===== src/rtl/fft_stage_sequencer.sv =====
// Runtime-configurable address/control sequencer for an in-place radix-2 DIT FFT.
// A single FSM walks every stage, drains the butterfly pipeline, then paces read-out.
module fft_stage_sequencer #(
    parameter int MAX_LOG = 10,
    parameter int WB_LAT  = 3,
    parameter int TW_W    = MAX_LOG - 1
) (
    input  logic               clk,
    input  logic               rst_n,
    input  logic               start,
    input  logic [3:0]         log2n,
    input  logic               inverse,
    input  logic               bitrev_out,
    input  logic               en_out,
    output logic               busy,
    output logic               rd_en,
    output logic [MAX_LOG-1:0] rd_ptr,
    output logic [TW_W-1:0]    rd_angle,
    output logic               tw_conj,
    output logic [3:0]         stage,
    output logic               wr_en,
    output logic [MAX_LOG-1:0] wr_ptr,
    output logic               finish_fft,
    output logic               out_valid,
    output logic               done
);
    localparam int BW = MAX_LOG - 1;
    localparam int DW = $clog2(WB_LAT + 1);

    typedef enum logic [2:0] {IDLE, COMPUTE, DRAIN, OUTPUT, DONE} state_t;

    state_t             state, state_n;
    logic [3:0]         len_log, len_log_n;
    logic               brev, brev_n;
    logic [3:0]         stage_n;
    logic [BW-1:0]      b, b_n, b_last;
    logic               leg, leg_n;
    logic [DW-1:0]      dcnt, dcnt_n;
    logic [MAX_LOG:0]   oi, oi_n, n_len;
    logic               busy_n, rd_en_n, conj_n, fin_n, ov_n, done_n;
    logic [MAX_LOG-1:0] ptr_n;
    logic [TW_W-1:0]    ang_n;
    logic               en_sr  [WB_LAT];
    logic [MAX_LOG-1:0] ptr_sr [WB_LAT];

    function automatic logic [3:0] clamp_log(input logic [3:0] v);
        if (v == 4'd0) return 4'd1;
        if (v > 4'(MAX_LOG)) return 4'(MAX_LOG);
        return v;
    endfunction

    function automatic logic [MAX_LOG-1:0] low_mask(input logic [3:0] sv);
        return (MAX_LOG'(1) << sv) - MAX_LOG'(1);
    endfunction

    // g*2h + p + leg*h is b with the leg bit inserted at position s
    function automatic logic [MAX_LOG-1:0] bfly_addr(input logic [3:0] sv, input logic [BW-1:0] bv,
                                                     input logic lv);
        logic [MAX_LOG-1:0] bx;
        bx = MAX_LOG'(bv);
        return ((bx & ~low_mask(sv)) << 1) | (bx & low_mask(sv)) | (MAX_LOG'(lv) << sv);
    endfunction

    function automatic logic [TW_W-1:0] bfly_angle(input logic [3:0] sv, input logic [BW-1:0] bv);
        return TW_W'(MAX_LOG'(bv) & low_mask(sv)) << (4'(MAX_LOG - 1) - sv);
    endfunction

    function automatic logic [MAX_LOG-1:0] bit_rev(input logic [MAX_LOG-1:0] v, input logic [3:0] lv);
        logic [MAX_LOG-1:0] r;
        r = '0;
        for (int unsigned k = 0; k < MAX_LOG; k++) r[k] = v[MAX_LOG-1-k];
        return r >> (4'(MAX_LOG) - lv);
    endfunction

    assign n_len  = (MAX_LOG+1)'(1) << len_log;
    assign b_last = BW'((n_len >> 1) - (MAX_LOG+1)'(1));

    always_comb begin
        state_n   = state;
        len_log_n = len_log;
        brev_n    = brev;
        conj_n    = tw_conj;
        stage_n   = stage;
        b_n       = b;
        leg_n     = leg;
        dcnt_n    = dcnt;
        oi_n      = oi;
        rd_en_n   = 1'b0;
        ptr_n     = '0;
        ang_n     = '0;
        fin_n     = 1'b0;
        ov_n      = 1'b0;
        done_n    = 1'b0;
        case (state)
            IDLE: if (start) begin
                state_n   = COMPUTE;
                len_log_n = clamp_log(log2n);
                brev_n    = bitrev_out;
                conj_n    = inverse;
                stage_n   = '0;
                b_n       = '0;
                leg_n     = 1'b0;
                dcnt_n    = '0;
                oi_n      = '0;
                rd_en_n   = 1'b1;
            end
            COMPUTE: begin
                if (leg && b == b_last) begin
                    state_n = DRAIN;
                    dcnt_n  = '0;
                end else begin
                    leg_n   = ~leg;
                    b_n     = leg ? b + BW'(1) : b;
                    rd_en_n = 1'b1;
                    ptr_n   = bfly_addr(stage, b_n, leg_n);
                    ang_n   = bfly_angle(stage, b_n);
                end
            end
            DRAIN: begin
                if (dcnt == DW'(WB_LAT - 1)) begin
                    if (stage < len_log - 4'd1) begin
                        state_n = COMPUTE;
                        stage_n = stage + 4'd1;
                        b_n     = '0;
                        leg_n   = 1'b0;
                        rd_en_n = 1'b1;
                    end else begin
                        state_n = OUTPUT;
                        fin_n   = 1'b1;
                        oi_n    = '0;
                    end
                end else begin
                    dcnt_n = dcnt + DW'(1);
                end
            end
            OUTPUT: begin
                // oi == N means the last address has gone out; done follows a cycle later
                if (oi == n_len) begin
                    state_n = DONE;
                    done_n  = 1'b1;
                end else if (en_out) begin
                    ov_n  = 1'b1;
                    ptr_n = brev ? bit_rev(oi[MAX_LOG-1:0], len_log) : oi[MAX_LOG-1:0];
                    oi_n  = oi + (MAX_LOG+1)'(1);
                end
            end
            DONE: begin
                state_n = IDLE;
                conj_n  = 1'b0;
                stage_n = '0;
            end
            default: state_n = IDLE;
        endcase
        busy_n = (state_n != IDLE);
    end

    always_ff @(posedge clk or negedge rst_n) begin
        if (!rst_n) begin
            state      <= IDLE;
            len_log    <= '0;
            brev       <= 1'b0;
            tw_conj    <= 1'b0;
            stage      <= '0;
            b          <= '0;
            leg        <= 1'b0;
            dcnt       <= '0;
            oi         <= '0;
            busy       <= 1'b0;
            rd_en      <= 1'b0;
            rd_ptr     <= '0;
            rd_angle   <= '0;
            finish_fft <= 1'b0;
            out_valid  <= 1'b0;
            done       <= 1'b0;
            for (int unsigned k = 0; k < WB_LAT; k++) begin
                en_sr[k]  <= 1'b0;
                ptr_sr[k] <= '0;
            end
        end else begin
            state      <= state_n;
            len_log    <= len_log_n;
            brev       <= brev_n;
            tw_conj    <= conj_n;
            stage      <= stage_n;
            b          <= b_n;
            leg        <= leg_n;
            dcnt       <= dcnt_n;
            oi         <= oi_n;
            busy       <= busy_n;
            rd_en      <= rd_en_n;
            rd_ptr     <= ptr_n;
            rd_angle   <= ang_n;
            finish_fft <= fin_n;
            out_valid  <= ov_n;
            done       <= done_n;
            en_sr[0]   <= rd_en;
            ptr_sr[0]  <= rd_en ? rd_ptr : '0;
            for (int unsigned k = 1; k < WB_LAT; k++) begin
                en_sr[k]  <= en_sr[k-1];
                ptr_sr[k] <= ptr_sr[k-1];
            end
        end
    end

    assign wr_en  = en_sr[WB_LAT-1];
    assign wr_ptr = ptr_sr[WB_LAT-1];
endmodule


===== config.mk =====
export PLATFORM = sky130hd
export DESIGN_NAME = fft_stage_sequencer
export DESIGN_NICKNAME = d
export VERILOG_FILES = /design/src/rtl/fft_stage_sequencer.sv
export SDC_FILE = /design/constraint.sdc
export NUM_CORES = 1
export LEC_CHECK = 0
export ABC_AREA = 1
export CELL_PAD_IN_SITES_DETAIL_PLACEMENT = 0
export CELL_PAD_IN_SITES_GLOBAL_PLACEMENT = 1
export CORE_ASPECT_RATIO = 0.7
export CORE_MARGIN = 2
export CORE_UTILIZATION = 45
export CTS_CLUSTER_SIZE = 12
export DETAILED_ROUTE_END_ITERATION = 8
export PLACE_DENSITY_LB_ADDON = 0.1
export SLEW_MARGIN = 5
export SYNTH_ARGS = -nofsm -noshare
export SYNTH_HDL_FRONTEND = slang
export SYNTH_SLANG_ARGS = --single-unit

===== constraint.sdc =====
create_clock -name clk -period 4.69 [get_ports clk]
set_clock_uncertainty 0.1 [all_clocks]
set_input_delay 0.469 -clock clk [delete_from_list [all_inputs] [get_ports clk]]
set_output_delay 0.469 -clock clk [all_outputs]
set_load 0.01 [all_outputs]

# Word level (Yosys, flattened, before mapping)
# Cells that the tools add are included.
# classes
n_addsub,9
reduce_logical,14
mux,65
n_bitwise,6
n_shift,5
order_cmp,2
mul,0
div,0
eq_ne,16
# ops
cell,count
$mux 9,7
$mux 11,5
$mux 10,5
$pmux 11 s3,1
$mux 4,7
$pmux 9 s3,1
$mux 1,24
$or 10x10->10,2
$pmux 10 s2,1
$ne 2x2->1 const B,9
$mux 3,4
$pmux 3 s4,1
$pmux 4 s3,1
$reduce_bool 3->1,4
$add 11x1->11 const B,1
$eq 11x11->1,1
$shl 1x4->11 const A,1
$and 9x10->10,1
$shl 1x4->10,1
$shl 1x4->10 const A,1
$shr 10x4->10,1
$sub 10x2->10 const B,1
$add 9x1->9 const B,1
$and 9x9->9,1
other kinds (27),35
# word_totals
rom_bits,0
regBits,93
elab_cells,139
mem_bits_rw,0
latch_bits,0
n_memories,0
in_bits,10

# Depth between registers and ports, before layout
# Gate-level depths: netlist of the first run.
# logic_depth
ltp_word,9
mapped_depth,20
ltp_nobuf,18

# Least setup slack after synthesis of the first run
# No wires, ideal clock.
# synth_timing
path_type,register -> register
from,register len_log[0]
to,register b[4]
path_slack_ns,2.002
stages_incl_launch_ff,18
n_path_buf,2
arrival_time_ns,2.468
path_cell_list,dfrtp_1 -> buf_6 -> clkinv_1 -> ha_1 -> ha_1 -> o21ai_0 -> nand2_1 -> a31oi_1 -> nand2_1 -> nand2_1 -> nand2_2 -> inv_2 -> nand2_1 -> nand2_1 -> inv_1 -> nand2_4 -> buf_8 -> o21ai_2
# synth_between
elab_chain_cells,6
word_cells_on_any_way,9
classes_between,add/sub (2); order compare (1); eq/ne (3); shift (1); reduce/logical (2)
# synth_lines
item,line,rtl
from (decl),33,"logic [3:0] len_log, len_log_n;"
from (signal assigned),181,len_log <= len_log_n;
$shl 1x4->11,75,assign n_len = (MAX_LOG+1)'(1) << len_log;
$sub 9x1->9,76,assign b_last = BW'((n_len >> 1) - (MAX_LOG+1)'(1));
$eq 9x9->1,108,if (leg && b == b_last) begin
$logic_and 1x1->1,108,
$ne 2x2->1 (no source line),--,
$reduce_and 5->1 (no source line) (*),--,
to (signal assigned),185,b <= b_n;
to (decl),36,"logic [BW-1:0] b, b_n, b_last;"
# Mark *: on every way between the ends. The rest lies on a longest branch, timed or not.
# A chain may end at the register's enable or synchronous reset.

# Worst setup path in the final report of the first run
# layout_timing
from,register len_log[0]
to,register b[6]
# Same word-level chain as after synthesis.

==> impl_metrics.tcl, run 1 <==
set metrics [dict create \
    gp_congestion 0.954 \
    start_util_pct 46.5 \
    drt_iter0_drc 461 \
    fin_nets 823 \
    yosysSeqAreaShare_pct 39.9 \
    h-tree-depth 3 \
    synth.avg_cell_area_sq_um 7.67 \
    outcome "finished with violations" \
    cp-start-kind "register" \
    cts.sinks 93 \
    port_buffers 49 \
    fmax_mhz 273 \
    synth_top_area_share_pct 39.9 \
    antenna_found_initial 0 \
    vias_per_cell 5.35 \
    finalCritPeriodShare_pct 78.1 \
    fin_crit_ps 3660 \
    grt_pass1_wl_um 25200 \
    synth_seq_cells 93 \
    drv_slew 0 \
    final_antenna_net_count 0 \
    slew_headroom_pct 32.7 \
    layout_common_cells "nand2_1, dfrtp_1, inv_1, nor2_1, nand3_1" \
    io_pins 50 \
    synth-edff-count 0 \
    max_cap_viol_count 0 \
    grt_usage_pct 23.3 \
    fp.coreArea_sq_um 12500 \
    cp.arrival_ps 3800 \
    finalHoldViolCount 0 \
    syn_inst 761 \
    die_y_um 99.3 \
    setup_viol 0 \
    antenna_cells 0 \
    finalNonFillerCells 958 \
    tightest_slew_ps 1000 \
    synthDistinctLibCells 46 \
    cts_buffer_depth 2 \
    yosysWarnings 0 \
    netlist_area_sq_um 5840 \
    rsz0062_at_grt "no" \
    post_drt_wl_per_cell_um 16.3 \
    place_inst 941 \
    hold_class "register to register" \
    setup_total_negative_slack_ps 0 \
    async_reset_ff_share_pct 100 \
    die_area_sq_um 13900 \
    yosys.area.top_type "dfrtp_1" \
    drc 2 \
    first_pass_iters 7 \
    layout_commonest_cell "nand2_1" \
    grt_pass1_vias 4757 \
    drive_gt1_share_pct 7.79 \
    cts_resized 0 \
    path_class "register to register" \
    cts.clk_slew.worst_paths_ps 80 \
    clkLatencyLatePin_ps 350 \
    crit_fanout 22 \
    gr-total-overflow 0 \
    placementRows 34 \
    total_power_mw 1.58 \
    syn_nets 793 \
    end_kind "register" \
    cts_root_buf "clkbuf_16" \
    tritoncts "built" \
    numCtsBuffers 9 \
    vias 5126 \
    ys_top_cells_by_area "dfrtp_1, nand2_1, inv_1" \
    area_delta_synth_final_pct 13.9 \
    grt_max_degree 56 \
    drt_wl_total_um 15600 \
    violations "DRC" \
    ir_drop_uv 153 \
    synth_ff_type "dfrtp_1" \
    p_leak_nw 3.21 \
    pwr_density_cell_nw_per_um2 237 \
    place.detailed.hpwl_um 12000 \
    cp.required_ps 4830 \
    die-width_um 140 \
]
[state kept, by name, summed over array words and instances, names as in the netlist]
signal and flops:
b 9, brev 1, busy 1, dcnt 2, done 1, en_sr 2, finish_fft 1, leg 1
len_log 4, oi 11, out_valid 1, ptr_sr 20, rd_angle 9, rd_en 1, rd_ptr 10, stage 4
state 3, tw_conj 1, wr_en 1, wr_ptr 10
[repair_timing]
item                                   in CTS  in global routing
setup endpoints to repair                   0                  0
endpoints found under the hold margin       5                  0
setup buffers                               0                  0
hold buffers                                1                  0
[cell families (layout without fill, tap and decap cells)]
family	Yosys count	after routing	share of synthesized area (%)
multiplexers	1	1	0.171
buffers and inverters	126	161	9.90
flip-flops	93	93	39.9
AND/OR/NAND/NOR	376	376	29.0
XOR/XNOR	31	31	4.65
adder cells (fa/ha/maj)	22	22	4.72
AO/OA/AOI/OAI	112	112	11.6
[synth_stat cells (4+ instances only)]
cell      count
nor2_1       64
xor2_1       27
buf_2         4
nand3_2       4
nand2_1     191
o21ai_2       8
dfrtp_1      93
nand4_1      18
nor3_1       19
clkbuf_1     11
a21oi_1      22
buf_4        12
xnor2_1       4
nand2_2       5
nor2_2        6
a31oi_1       4
o22ai_1      14
inv_2         6
o31ai_1       6
o21ai_1       7
nand3_1      56
inv_1        82
buf_6         4
o21ai_0      39
ha_1         22
[through the flow]
step | area (sq um) | util [%] | hold WS (ps) | setup WS, ps
6_report | 6650 | 53.0 | 248 | 1030
5_1_grt | 6650 | 53.0 | 256 | 640
4_1_cts | 6650 | 53.0 | 247 | 1070
3_5_place_dp | 6320 | 50.4 | 235 | 1090
3_3_place_gp | 6320 | 50.4 | 232 | 1230
2_1_floorplan | 5840 | - | 73.4 | 2000
[power breakdown]
part           switching, mW  leakage, nW  internal (mW)
sequential                 0         1.14          0.801
clock                  0.365        0.153          0.384
combinational         0.0182         1.92        0.00808
[path summary, 6_finish.rpt]
path	from	to	slack (ps)	depth (start not counted)
max in group asynchronous	rst_n	b[1]	2870	3
setup reg to reg	len_log[0]	b[6]	1030	17
hold reg to reg	ptr_sr[13]	wr_ptr[3]	250	0
setup / recovery	len_log[0]	b[6]	1030	17
hold / removal	ptr_sr[13]	wr_ptr[3]	250	0
min in group asynchronous	rst_n	wr_ptr[6]	520	2
[critical path, stage by stage, from the launching register on]
cell	delay, ps
dfrtp_1	690
clkinv_1	430
ha_1	410
nand2_1	160
ha_1	290
inv_1	140
a21oi_4	170
nand2_1	70
nand3_1	90
nand2_1	50
inv_1	40
nand2_1	50
nor2_2	100
nand3_2	90
nand2_4	240
nand2_4	220
nand2_1	130
o21ai_2	50
[layout make-up]
class                           count  area, sq um
Clock buffer                        9          225
Sequential cell                    93         2330
Clock inverter                      7         93.8
Tap cell                          162          203
Fill cell                        1190         5900
Timing Repair Buffer               53          520
Inverter                           92          348
Multi-Input combinational cell    542         2930
[metal layers]
layer,GRT usage [%],share of wire (%)
met3,5.44,6.7
met2,35.2,43
met1,34.8,50
met4,3.89,0.42
met5,0,0
No activity file was read; power rests on OpenSTA's default activity.
==> run 2, diff against run 1 <==
CORE_UTILIZATION = 43   (was 45)
clock period = 3.4 ns   (was 4.69 ns; I/O delays follow)
==> run 2 against run 1 <==
- the flow now finishes without violations
- hold slack improved by 0.73 ps
- design area rose by 1.8%
- combinational power up 42%
- clock-buffer cell count stayed put
- global-route usage grew 0.11 points
- register-to-register slack worse by 720 ps
- clock power is 40% higher
- sequential cell count is the same
- die area up 4.5%
- non-clock buffer count is 12 higher
==> impl_metrics.tcl, run 2 (synthesis gave the netlist of run 1 again) <==
set metrics [dict create \
    outcome "finished, final reports clean" \
    grt_pass1_wl_um 26000 \
    io_pins 50 \
    crit_fanout 22 \
    finalHoldViolCount 0 \
    grt_max_degree 42 \
    grt_usage_pct 23.4 \
    fp.coreArea_sq_um 13200 \
    top_regs "ptr_sr (20), oi (11)" \
    port_buffers 49 \
    finalCritPeriodShare_pct 90.9 \
    drv_slew 0 \
    grt_pass1_vias 4683 \
    area_delta_synth_final_pct 15.9 \
    fin_hold_ws_ps 249 \
    place.detailed.hpwl_um 12600 \
    numCtsBuffers 9 \
    cpPeakStageDelay_ps 600 \
    rsz0062_at_grt "no" \
    antenna_found_initial 0 \
    cts.sinks 93 \
    setup_viol 0 \
    crit_path_frequent_cell "nand2_1" \
    p_leak_nw 3.27 \
    clkLatencyLatePin_ps 360 \
    layout_commonest_cell "nand2_1" \
    fin_nets 835 \
    first_pass_iters 5 \
    cts.clk_slew.worst_paths_ps 90 \
    drc 0 \
    max_flop_register "ptr_sr" \
    fill_cells 1290 \
    max_cap_viol_count 0 \
    placementRows 35 \
    drt_wl_total_um 16300 \
    vias_per_cell 5.25 \
    gp_congestion 0.918 \
    largest_register_ffs 20 \
    drt_iter0_drc 455 \
    cts_resized 0 \
    die_y_um 101 \
    fmax_mhz 324 \
    pwr_density_cell_nw_per_um2 324 \
    slew_headroom_pct 60.1 \
    cts_root_buf "clkbuf_16" \
    final_antenna_net_count 0 \
    start_util_pct 44.1 \
    die-width_um 143 \
    cp.required_ps 3560 \
    end_kind "register" \
    fin_crit_ps 3090 \
    setup_total_negative_slack_ps 0 \
    tightest_slew_ps 599 \
    die_area_sq_um 14500 \
    ir_drop_uv 256 \
    cp-start-kind "register" \
    cp_cell_sequence "nor2_8 -> nand2_1 -> ha_1 -> nand2_1 -> nand2_1 -> nor2_1 -> nand2_1 -> nor2_1 -> nand3_1 -> nor2_1 -> nand2_1 -> nor2_2 -> nand3_2 -> nand2_4 -> nand2_4 -> o21ai_0" \
    crit_slowest_cell "dfrtp_1" \
    gr-total-overflow 0 \
    vias 5215 \
    layout_common_cells "nand2_1, dfrtp_1, inv_1, nor2_1, nand3_1" \
    cts_buffer_depth 2 \
    drive_gt1_share_pct 9.16 \
    hold_class "register to register" \
    tritoncts "built" \
    antenna_cells 0 \
    h-tree-depth 3 \
    path_class "register to register" \
    post_drt_wl_per_cell_um 16.4 \
    cp.arrival_ps 3250 \
]
run 2: area by class of cell:
cell class	instances	area, sq um	share of cell area (%)
inverters	92	348	5.14
clock buffers	9	225	3.33
flip-flops and latches	93	2330	34.4
well taps	185	231	3.42
multi-input cells	542	2930	43.3
repair buffers	65	611	9.03
clock inverters	7	91.3	1.35
run 2: timing repair:
action / CTS / global route
hold buffers: 1 / 0
buffers inserted: 0 / 0
hold endpoints to repair: 39 / 0
run 2: worst max-delay path, delay by kind of cell, from the launching register on:
kind	cells	cell delay, ps
AO/OA/AOI/OAI	1	230
adder cells (fa/ha/maj)	1	310
flip-flops	1	600
AND/OR/NAND/NOR	14	1730
run 2: worst paths after layout:
path	from	end	slack, ps	cells past startpoint
max in group asynchronous	rst_n	state[2]	2030	3
min in group asynchronous	rst_n	wr_ptr[5]	390	2
worst min register to register	en_sr[1]	wr_en	250	0
worst max register to register	len_log[3]	leg	310	16
worst min-delay path	en_sr[1]	wr_en	250	0
worst max-delay path	len_log[3]	leg	310	16
run 2: routing by layer:
metal  track usage [%]  vias up  share of wire (%)
li1                  -     2568                  -
met1              36.0     2464                 50
met2              31.9      165                 40
met3              6.90       18                8.4
met4              5.81        0                1.4
met5                 0        -                  0
run 2: where the power goes:
part	internal [mW]	switching, mW	total [mW]	leakage [nW]
logic	0.0119	0.0254	0.0373	1.98
clock network	0.529	0.524	1.05	0.152
registers	1.10	0	1.10	1.14
run 2: metrics by stage:
step	area, sq um	setup WS [ps]	total power, mW	utilization [%]	cells
after floorplan	5840	712	1.13	-	761
after global placement	6440	447	1.16	48.7	976
after detailed placement	6440	378	1.17	48.7	976
after CTS	6770	307	2.22	51.2	993
after global routing	6770	0.177	2.27	51.2	993
final	6770	311	2.19	51.2	993
==> run 3, diff against run 2 <==
CORE_UTILIZATION = 45   (was 43)
DONT_BUFFER_PORTS = 1   (was default)
REMOVE_ABC_BUFFERS = 1   (was default)
TNS_END_PERCENT = 50   (was default)
==> run 3 against run 2 <==
- die area down 4.3%
- clock power about the same
- power down 0.51%
- via count down 4.0%
- sequential power about the same
- utilization down 1.4 points
- largest cell class unchanged
- critical path depth up 2
- first-iteration DRC count up 13%
- design area down 7.7%
- non-clock buffer count down 52
- register-to-register slack about the same
- worst setup slack worse by 10 ps
==> impl_metrics.tcl, run 3 (synthesis gave the netlist of run 1 again) <==
set metrics [dict create \
    outcome "finished, final reports clean" \
    slew_headroom_pct 62.7 \
    cts.sinks 93 \
    grt_pass1_wl_um 25000 \
    antenna_cells 0 \
    grt_usage_pct 23.2 \
    end_kind "register" \
    fp.coreArea_sq_um 12500 \
    finalWorstSetupSlack_ps 300 \
    first_pass_iters 6 \
    gr-total-overflow 0 \
    placementRows 34 \
    cpPeakStageDelay_ps 430 \
    pwr_density_cell_nw_per_um2 350 \
    numCtsBuffers 9 \
    drt_iter0_drc 514 \
    worstHoldStart "inverse" \
    port_buffers 0 \
    antenna_found_initial 0 \
    cp.required_ps 3530 \
    h-tree-depth 3 \
    layout_commonest_cell "nand2_1" \
    largest_register_ffs 20 \
    fin_crit_ps 3100 \
    crit_slowest_cell "dfrtp_1" \
    finalCritPeriodShare_pct 91.2 \
    tritoncts "built" \
    start_util_pct 46.5 \
    cts.clk_slew.worst_paths_ps 70 \
    fmax_mhz 323 \
    cp.arrival_ps 3230 \
    drv_slew 0 \
    p_leak_nw 3.08 \
    cp-start-kind "register" \
    rr_endpoint "b[4]" \
    rsz0062_at_grt "no" \
    place.detailed.hpwl_um 11700 \
    total_power_mw 2.18 \
    pre_cts_ws_ps 317 \
    tightest_slew_ps 557 \
    final_antenna_net_count 0 \
    fill_cells 1193 \
    cts_buffer_depth 2 \
    die-width_um 140 \
    ir_drop_uv 247 \
    die_area_sq_um 13900 \
    setup_viol 0 \
    max_cap_viol_count 0 \
    r2r_cells 18 \
    rrSetupSlack_ps 300 \
    drive_gt1_share_pct 9.26 \
    fin_hold_ws_ps 14.6 \
    grt_max_degree 94 \
    cp_cell_sequence "inv_1 -> ha_1 -> nand2_4 -> ha_1 -> nand2_1 -> nand2_1 -> nor2_1 -> nand2_1 -> nor2_1 -> nand3_1 -> nor2_1 -> nand2_1 -> nor2_2 -> nand3_2 -> nand2_4 -> nand2_4 -> nand2_1 -> o21ai_2" \
    vias_per_cell 5.45 \
    fin_nets 783 \
    io_pins 50 \
    utilization_pct 49.8 \
    setup_total_negative_slack_ps 0 \
    clkLatencyLatePin_ps 350 \
    gp_congestion 0.894 \
    postCtsSetupBuffers 0 \
    post_drt_wl_per_cell_um 16.9 \
    die_y_um 99.3 \
    hold_class "input port to register" \
    top_regs "ptr_sr (20), oi (11)" \
    drc 0 \
    path_class "register to register" \
    vias 5005 \
    area_delta_synth_final_pct 6.97 \
    timing.rr.start "len_log[1]" \
    cts_root_buf "clkbuf_16" \
    worstSetupEndpoint "b[4]" \
    crit_path_frequent_cell "nand2_1" \
    grt_pass1_vias 4611 \
    drt_wl_total_um 15600 \
    max_flop_register "ptr_sr" \
    finalHoldViolCount 0 \
    crit_fanout 22 \
    layout_common_cells "nand2_1, dfrtp_1, inv_1, nor2_1, nand3_1" \
    setup.worst_path.start "len_log[1]" \
]
## run 3: changes by cell type in the layout (fill, tap and decap cells not counted), sizes merged
cell	before	now
clkdlybuf4s50	48	0
buf	16	12
clkinv	8	7
inv	91	92
## run 3: area by class of cell
class	instances	area, sq um	area share, %
multi-input combinational	542	2930	47.0
sequential	93	2330	37.3
inverter	92	348	5.57
clock buffer	9	225	3.61
tap	162	203	3.25
timing repair buffer	13	120	1.92
clock inverter	7	88.8	1.42
## run 3: layer usage
metal,global-route usage (%),vias up,share of wire (%)
met3,4.43,16,6.2
met2,35.0,146,43
li1,-,2458,-
met1,34.9,2385,50
met4,4.58,0,1.1
met5,0,-,0
## run 3: critical path: cells and delay by family, from the launching register on
family                     cells  cell delay, ps
DFF                            1             430
and+or+nand+nor               14            1490
AOI/OAI and AO/OA              1              50
buffers and inverters          1             150
adders and majority gates      2             750
## run 3: metrics by stage
stage / instance area, sq um / instances
2_1_floorplan: 5610 / 727
3_3_place_gp: 5890 / 900
3_5_place_dp: 5890 / 900
4_1_cts: 6240 / 918
5_1_grt: 6240 / 918
6_report: 6240 / 918
## run 3: power breakdown
group	leakage, nW	internal, mW	switching (mW)
Combinational	1.79	0.00498	0.0225
Clock	0.152	0.530	0.521
Sequential	1.14	1.10	0
## run 3: timing repair
| item | 4_1_cts | 5_1_grt |
|---|---|---|
| hold buffers | 2 | 0 |
| gates resized for setup | 0 | 0 |
| endpoints found under the hold margin | 93 | 0 |
## run 3: how the worst min path moves through the flow
stage | slack (ps) | to | depth (start not counted)
3_3_place_gp | -50 | wr_ptr[8] | 0
6_report | 10 | tw_conj | 2
4_1_cts | 9 | tw_conj | 2
5_1_grt | 9 | tw_conj | 2
3_5_place_dp | -50 | wr_ptr[8] | 0
2_1_floorplan | -60 | b[0] | 0
